===== src/rtl/seq_step_fsm.sv =====
// Sequence matcher: walks a latched pattern one symbol per step, with per-step
// timeout, abort, and one-cycle DONE/ERR status states.
module seq_step_fsm #(
   parameter int DW    = 4,
   parameter int STEPS = 4,
   parameter int TW    = 8,
   parameter int QW    = 8
) (
   input  logic                     clk,
   input  logic                     rstN,
   input  logic                     start,
   input  logic                     abort,
   input  logic                     valid,
   input  logic [DW-1:0]            D,
   input  logic [STEPS*DW-1:0]      pat,
   input  logic [TW-1:0]            tmo,
   output logic [QW-1:0]            Q,
   output logic [$clog2(STEPS)-1:0] step,
   output logic                     busy,
   output logic                     done,
   output logic                     timeout
);

   localparam int SW = $clog2(STEPS);

   typedef enum logic [1:0] {
      IDLE  = 2'b00,
      MATCH = 2'b01,
      DONE  = 2'b10,
      ERR   = 2'b11
   } state_t;

   state_t            state, state_nx;
   logic [SW-1:0]     step_nx;
   logic [TW-1:0]     timer, timer_nx;
   logic [QW-1:0]     q_nx;
   logic              load;
   logic              hit;
   logic [STEPS*DW-1:0] pat_r;
   logic [TW-1:0]     tmo_r;

   assign hit = valid && (D == pat_r[step*DW +: DW]);

   // Next-state logic; priority inside MATCH is abort, then match, then timeout.
   always_comb begin
      state_nx = state;
      step_nx  = step;
      timer_nx = timer;
      load     = 1'b0;
      case (state)
         IDLE: begin
            step_nx  = '0;
            timer_nx = '0;
            if (start) begin
               state_nx = MATCH;
               load     = 1'b1;
            end
         end
         MATCH: begin
            if (abort) begin
               state_nx = IDLE;
               step_nx  = '0;
               timer_nx = '0;
            end else if (hit) begin
               timer_nx = '0;
               if (step == SW'(STEPS-1)) state_nx = DONE;
               else                      step_nx  = step + 1'b1;
            end else if ((tmo_r != '0) && (timer == tmo_r)) begin
               state_nx = ERR;
            end else if (timer != '1) begin
               timer_nx = timer + 1'b1;
            end
         end
         default: begin
            state_nx = IDLE;
            step_nx  = '0;
            timer_nx = '0;
         end
      endcase
   end

   always_comb begin
      q_nx               = '0;
      q_nx[QW-1 -: 2]    = state_nx;
      q_nx[SW-1:0]       = step_nx;
   end

   always_ff @(posedge clk or negedge rstN) begin
      if (!rstN) begin
         state   <= IDLE;
         step    <= '0;
         timer   <= '0;
         Q       <= '0;
         busy    <= 1'b0;
         done    <= 1'b0;
         timeout <= 1'b0;
      end else begin
         state   <= state_nx;
         step    <= step_nx;
         timer   <= timer_nx;
         Q       <= q_nx;
         busy    <= (state_nx == MATCH);
         done    <= (state_nx == DONE);
         timeout <= (state_nx == ERR);
      end
   end

   // Pattern and limit are only sampled on acceptance of start.
   always_ff @(posedge clk) begin
      if (load) begin
         pat_r <= pat;
         tmo_r <= tmo;
      end
   end

endmodule

===== config.mk =====
export PLATFORM = sky130hd
export DESIGN_NAME = seq_step_fsm
export DESIGN_NICKNAME = d
export VERILOG_FILES = /design/src/rtl/seq_step_fsm.sv
export SDC_FILE = /design/constraint.sdc
export NUM_CORES = 1
export LEC_CHECK = 0
export CAP_MARGIN = 20
export CORE_MARGIN = 2
export CORE_UTILIZATION = 49
export CTS_CLUSTER_SIZE = 28
export DETAILED_ROUTE_END_ITERATION = 7
export PLACE_DENSITY = 0.81
export SLEW_MARGIN = 10
export SYNTH_ARGS = -nofsm -noshare
export SYNTH_HDL_FRONTEND = slang
export SYNTH_SLANG_ARGS = --single-unit

===== constraint.sdc =====
create_clock -name clk -period 2.4 [get_ports clk]
set_input_delay 0.48 -clock clk [delete_from_list [all_inputs] [get_ports clk]]
set_output_delay 0.48 -clock clk [all_outputs]
set_load 0.1 [all_outputs]

==> results_dict.tcl, run 1 <==
set metrics [dict create \
    status "complete, no violations" \
    vias 1270 \
    grt_setup_unrepaired "false" \
    insertedDiodeCount 0 \
    clk_latency_ns 0.29 \
    synth_top_area_share_pct 38.9 \
    hold_buffers 0 \
    worstPathArrival_ns 2.17 \
    avgSynthCellArea_um2 13.2 \
    synth_cells 140 \
    cp-start-kind "flip-flop" \
    netlist_area_mm2 0.00185 \
    numClockSinks 39 \
    total_leakage_power_nw 0.872 \
    synthArstFlopShare_pct 38.5 \
    worstPathRequired_ns 2.56 \
    p_total_w 0.00153 \
    overflow 0 \
    synth_top_cell_by_area "edfxtp_1" \
    finalSetupViolations 0 \
    synthAdderAreaFrac_pct 1.35 \
    die_h_um 65.5 \
    grt_max_degree 25 \
    vdd_ir_drop_max_mv 0.428 \
    maxSlewViolCount 0 \
    hold_violations 0 \
    critical_path_class "flip-flop to flip-flop" \
    wirelength_um 3240 \
    synth-seq-cells 39 \
    drt-pass1-iter-count 4 \
    initial_core_util_pct 50.6 \
    cts_resized 0 \
    post-route-min-period_ns 2.00 \
    ys_seq_area_share_pct 59.1 \
    p_per_area_mw_per_mm2 649 \
    yosysUniqueCellTypes 38 \
    drc 0 \
    wire_per_inst_um 13.9 \
    hp-class "flip-flop to flip-flop" \
    io-pin-count 46 \
    synth_compound_area_share_pct 9.78 \
    vias_per_cell 5.45 \
    fmax_mhz 499 \
    drive_gt1_share_pct 17.8 \
    slew_headroom_pct 57.1 \
    grt_pass1_wl_um 5490 \
    path_max_fanout 12 \
    yosys.area_share.simple_pct 13.0 \
    synth_top_family_by_area "simple AND/OR/NAND/NOR gates" \
    critical_path.cell_chain "mux4_2 > xnor2_1 > o31ai_2 > o21ai_2 > nor2_1" \
    final_cell_mix "32 x clkdlybuf4s50_1, 24 x edfxtp_1, 14 x dfrtp_1" \
    area.growth.synth_to_final_pct 27.4 \
    post-cts-setup-buffers 0 \
    grt_pass1_vias 1232 \
    post-route-period-util_pct 83.5 \
    io_buffers 41 \
    ys.flop_type "edfxtp_1" \
    rows 22 \
    worst_pin_slew_ns 0.642 \
    skew_ns 0.00429 \
    fin_tns_setup_ns 0 \
    cts_buffers 5 \
    postRouteAntennaNets 0 \
    netlist_top_cells_area "edfxtp_1 39%, dfrtp_1 20%, mux4_2 3.6%" \
    cts_tree "yes" \
    cts-root-buf "clkbuf_8" \
    globalplace.congestion 0.775 \
    crit_slowest_cell "mux4_2" \
    die_area_mm2 0.00429 \
    cp-startpoint "step[0]$_DFFE_PN0P_" \
    cts_max_path_buffers 2 \
    drv_cap 0 \
    worstHoldStart "timer[6]$_DFFE_PN0P_" \
    slowest_delay_ns 0.55 \
    antenna_found_initial 0 \
    synth_mux_area_share_pct 6.34 \
    htreeDepth 2 \
    yosys_warnings 0 \
    dr.first_iter.drc_count 47 \
    final_common_cell "clkdlybuf4s50_1" \
    track_usage_pct 17.5 \
    die_w_um 65.5 \
    r2r_start "step[0]$_DFFE_PN0P_" \
    core_mm2 0.00366 \
    path_clk_slew_ns 0.07 \
    synth_edf_count 24 \
    yosys.area_share.xor_xnor_pct 5.53 \
    dp_hpwl_um 2320 \
    end_kind "flip-flop" \
    nNetsFinal 219 \
]
flip-flops by register name (all words and copies together), names as in the netlist:
| register | count |
|---|---|
| pat_r | 16 |
| timer | 8 |
| tmo_r | 8 |
| Q | 2 |
| busy | 1 |
| done | 1 |
| state | 1 |
| step | 1 |
| timeout | 1 |
report_power, final:
part           internal, W  switching, W
clock network     0.000304      0.000224
registers         0.000760     0.0000203
logic            0.0000908      0.000135
total              0.00115      0.000379
final cells by class:
class                      instances  area [um2]
clock buffer                       5        68.8
clock inverter                     3        38.8
fill                             299        1300
inverter                           3        11.3
multi-input combinational         92         683
sequential                        39        1100
tap                               48        60.1
timing repair buffer              43         403
worst max-delay path: cells and delay by family, from the launching register on:
kind	cells	cell delay, ns
AOI/OAI and AO/OA	2	0.51
muxes	1	0.55
and+or+nand+nor	1	0.10
DFF	1	0.51
xor gates and xnor gates	1	0.20
synth_stat cells (2+ instances only):
master    instances
nand2_1           6
inv_1             3
o31ai_2           2
buf_6             2
dfrtp_1          15
or3_1             4
o21ai_0           6
xor2_1            7
nand3_1           5
nor3_2            2
ha_1              2
nor4_1            3
o31ai_1           2
edfxtp_1         24
buf_4             7
mux4_2            3
nor2_1            7
mux2i_1           5
nand3b_1          3
or4_1             3
a21oi_1          10
o21a_1            2
xnor2_2           2
kinds of logic (layout without fill, tap and decap cells):
kind of cell             after synthesis  count (layout)
AO/OA/AOI/OAI                         27              27
XOR/XNOR                              10              10
adder cells (fa/ha/maj)                2               2
flip-flops                            39              39
AND/OR/NAND/NOR                       41              41
other                                  1               4
multiplexers                           8               8
buffers and inverters                 12              54
routing by layer:
| layer | GRT usage [%] | share of wire (%) | vias to the layer above | wire length [um] |
|---|---|---|---|---|
| met5 | 0 | 0 | - | 0 |
| met4 | 9.90 | 2.2 | 0 | 70 |
| met3 | 5.14 | 5.6 | 6 | 180 |
| met2 | 28.1 | 51 | 45 | 1660 |
| met1 | 21.2 | 41 | 611 | 1330 |
| li1 | - | - | 608 | - |
worst paths after layout:
kind	endpoint	slack, ns	cells past startpoint
max	timeout$_DFF_PN0_	0.40	5
min	timer[6]$_DFFE_PN0P_	0.54	1
max reg2reg	timeout$_DFF_PN0_	0.40	5
min reg2reg	timer[6]$_DFFE_PN0P_	0.54	1
max in group asynchronous	step[0]$_DFFE_PN0P_	1.37	1
min in group asynchronous	timer[0]$_DFFE_PN0P_	0.58	1
metrics by stage:
| stage | setup WS (ns) | std cells | utilization, % | instance area [um2] | hold slack [ns] |
|---|---|---|---|---|---|
| 4_1_cts | 0.377 | 233 | 64.5 | 2360 | 0.536 |
| 6_report | 0.396 | 233 | 64.5 | 2360 | 0.535 |
| 5_1_grt | 0.179 | 233 | 64.5 | 2360 | 0.549 |
| 3_3_place_gp | 0.253 | 225 | 61.6 | 2250 | 0.520 |
| 2_1_floorplan | 0.0861 | 143 | - | 1870 | 0.184 |
| 3_5_place_dp | 0.198 | 225 | 61.6 | 2250 | 0.526 |
Power figures use the tool's default switching activity.
==> inputs of run 2 (changes only) <==
--- a/config.mk
+++ b/config.mk
@@ -7,10 +7,10 @@
 export LEC_CHECK = 0
 export CAP_MARGIN = 20
 export CORE_MARGIN = 2
-export CORE_UTILIZATION = 49
+export CORE_UTILIZATION = 44
 export CTS_CLUSTER_SIZE = 28
 export DETAILED_ROUTE_END_ITERATION = 7
-export PLACE_DENSITY = 0.81
+export PLACE_DENSITY = 0.76
 export SLEW_MARGIN = 10
 export SYNTH_ARGS = -nofsm -noshare
 export SYNTH_HDL_FRONTEND = slang
==> constraint.sdc (replaced) <==
create_clock -name clk -period 1.8 [get_ports clk]
set_input_delay 0.36 -clock clk [delete_from_list [all_inputs] [get_ports clk]]
set_output_delay 0.36 -clock clk [all_outputs]
set_load 0.1 [all_outputs]
==> run 2 against run 1 <==
  * The flow now finishes with violations (setup timing)
  * Power up 37%
  * Sequential power is 33% higher
  * Fmax grew 5.1%
  * Largest power group unchanged
==> results_dict.tcl, run 2 (same netlist as run 1, synthesis figures left out) <==
set metrics [dict create \
    htreeDepth 2 \
    hp-class "input port to async pin" \
    cts_max_path_buffers 2 \
    met2_usage_pct 31.4 \
    cts-root-buf "clkbuf_8" \
    insertedDiodeCount 0 \
    clk_latency_ns 0.29 \
    core_mm2 0.00403 \
    wirelength_um 3850 \
    grt_setup_unrepaired "true" \
    place_inst 240 \
    grt_pass1_vias 1351 \
    total_leakage_power_nw 0.969 \
    post-route-min-period_ns 1.91 \
    overflow 0 \
    switching_share_pct 24.9 \
    p_per_area_mw_per_mm2 785 \
    globalplace.congestion 0.796 \
    final_common_cell "clkdlybuf4s50_1" \
    clock_power_share_pct 33.4 \
    fin_tns_setup_ns -0.421 \
    power_frac_comb_pct 17.1 \
    cts_tree "yes" \
    wire_per_inst_um 15.5 \
    dp_hpwl_um 2770 \
    reg_top3 "pat_r: 16 flops, timer: 8 flops, tmo_r: 8 flops" \
    drt-pass1-iter-count 4 \
    p_int_w 0.00158 \
    largest_reg_flops 16 \
    drc 0 \
    drive_gt1_share_pct 29.3 \
    nNetsFinal 232 \
    numClockSinks 39 \
    vias_per_cell 5.50 \
    die_w_um 68.9 \
    io-pin-count 46 \
    use_met1_pct 22.3 \
    die_h_um 68.9 \
    cp-start-kind "flip-flop" \
    cts_buffers 5 \
    fmax_mhz 525 \
    area.growth.synth_to_final_pct 44.7 \
    vdd_ir_drop_max_mv 0.721 \
    dr.first_iter.drc_count 75 \
    grt_max_degree 25 \
    antenna_found_initial 0 \
    end_kind "flip-flop" \
    initial_core_util_pct 46.0 \
    hold_violations 0 \
    drv_cap 0 \
    p_total_w 0.00211 \
    maxSlewViolCount 0 \
    skew_ns 0.0105 \
    r2r_cells 5 \
    rows 23 \
    worstPathRequired_ns 2.01 \
    worst_slack_ns -0.106 \
    failed_checks "setup timing" \
    worstPathArrival_ns 2.12 \
    hold_buffers 0 \
    regMostFlops "pat_r" \
    critical_path_class "flip-flop to flip-flop" \
    final_util_pct 66.6 \
    status "complete, but fails checks" \
    path_clk_slew_ns 0.08 \
    busiest_layer "met2" \
    vias 1363 \
    finalSetupViolations 12 \
    final_cells 248 \
    io_buffers 41 \
    post-route-period-util_pct 106 \
    seqPwrFrac_pct 49.5 \
    die_area_mm2 0.00475 \
    use_met3_pct 4.06 \
    pre_cts_ws_ns -0.229 \
    postRouteAntennaNets 0 \
    final_cell_mix "32 x clkdlybuf4s50_1, 24 x edfxtp_1, 12 x dfrtp_1" \
    power_switching_w 0.000524 \
    track_usage_pct 18.2 \
    grt_pass1_wl_um 6220 \
    path_max_fanout 6 \
]
[run 2: cell types whose count changed in the layout (fill, tap and decap cells not counted), sizes merged]
| cell | change |
|---|---|
| clkinvlp | +1 |
| inv | -1 |
| buf | +13 |
[run 2: metal layers]
metal	vias to the layer above	routed length (um)
li1	631	-
met1	659	1500
met2	60	2030
met3	13	231
met4	0	90
met5	-	0
[run 2: critical path, stage by stage, from the launching register on]
cell and delay, ns:
edfxtp_1 0.42, nor4_2 0.30, a21oi_1 0.12, o2111a_2 0.33
or4_1 0.49, a21oi_1 0.18
[run 2: worst paths after layout]
check | endpoint | from | slack (ns)
setup / recovery | timer[4]$_DFFE_PN0P_ | tmo_r[5]$_DFFE_PP_ | -0.11
hold / removal | busy$_DFF_PN0_ | rstN | 0.32
setup reg to reg | timer[4]$_DFFE_PN0P_ | tmo_r[5]$_DFFE_PP_ | -0.11
hold reg to reg | timer[6]$_DFFE_PN0P_ | timer[6]$_DFFE_PN0P_ | 0.57
max in group asynchronous | timer[6]$_DFFE_PN0P_ | rstN | 1.04
min in group clk | timer[6]$_DFFE_PN0P_ | timer[6]$_DFFE_PN0P_ | 0.57
[run 2: cell type report]
type / count / area [um2]
inverter: 3 / 15.0
clock buffer: 5 / 68.8
sequential: 39 / 1100
timing repair buffer: 56 / 637
tap: 50 / 62.6
multi-input combinational: 92 / 758
clock inverter: 3 / 38.8
fill: 278 / 1350
[run 2: power groups by stage]
| stage | Combinational (W) | Clock, W | Sequential [W] |
|---|---|---|---|
| global route | 0.000381 | 0.000764 | 0.00105 |
| global placement | 0.000337 | 0 | 0.00106 |
| floorplan | 0.000146 | 0 | 0.00111 |
| finish | 0.000360 | 0.000703 | 0.00104 |
| detailed placement | 0.000346 | 0 | 0.00106 |
| CTS | 0.000358 | 0.000721 | 0.00104 |
[run 2: what timing repair did]
action,4_1_cts,5_1_grt
setup endpoints to repair,14,14
gates resized for setup,10,6
pin swaps,13,7
setup buffers,1,0
[run 2: per-stage QoR]
stage	cell area [um2]	hold slack, ns
floorplan	1880	0.0644
global placement	2490	0.521
detailed placement	2490	0.531
CTS	2650	0.326
global route	2680	0.330
finish	2680	0.324
==> inputs of run 3 (changes only) <==
--- a/config.mk
+++ b/config.mk
@@ -8,7 +8,7 @@
 export CAP_MARGIN = 20
 export CORE_MARGIN = 2
 export CORE_UTILIZATION = 44
-export CTS_CLUSTER_SIZE = 28
+export CTS_CLUSTER_SIZE = 30
 export DETAILED_ROUTE_END_ITERATION = 7
 export PLACE_DENSITY = 0.76
 export SLEW_MARGIN = 10
==> results of run 3 <==
The final DEF is identical to that of run 2; final timing and power are the same.
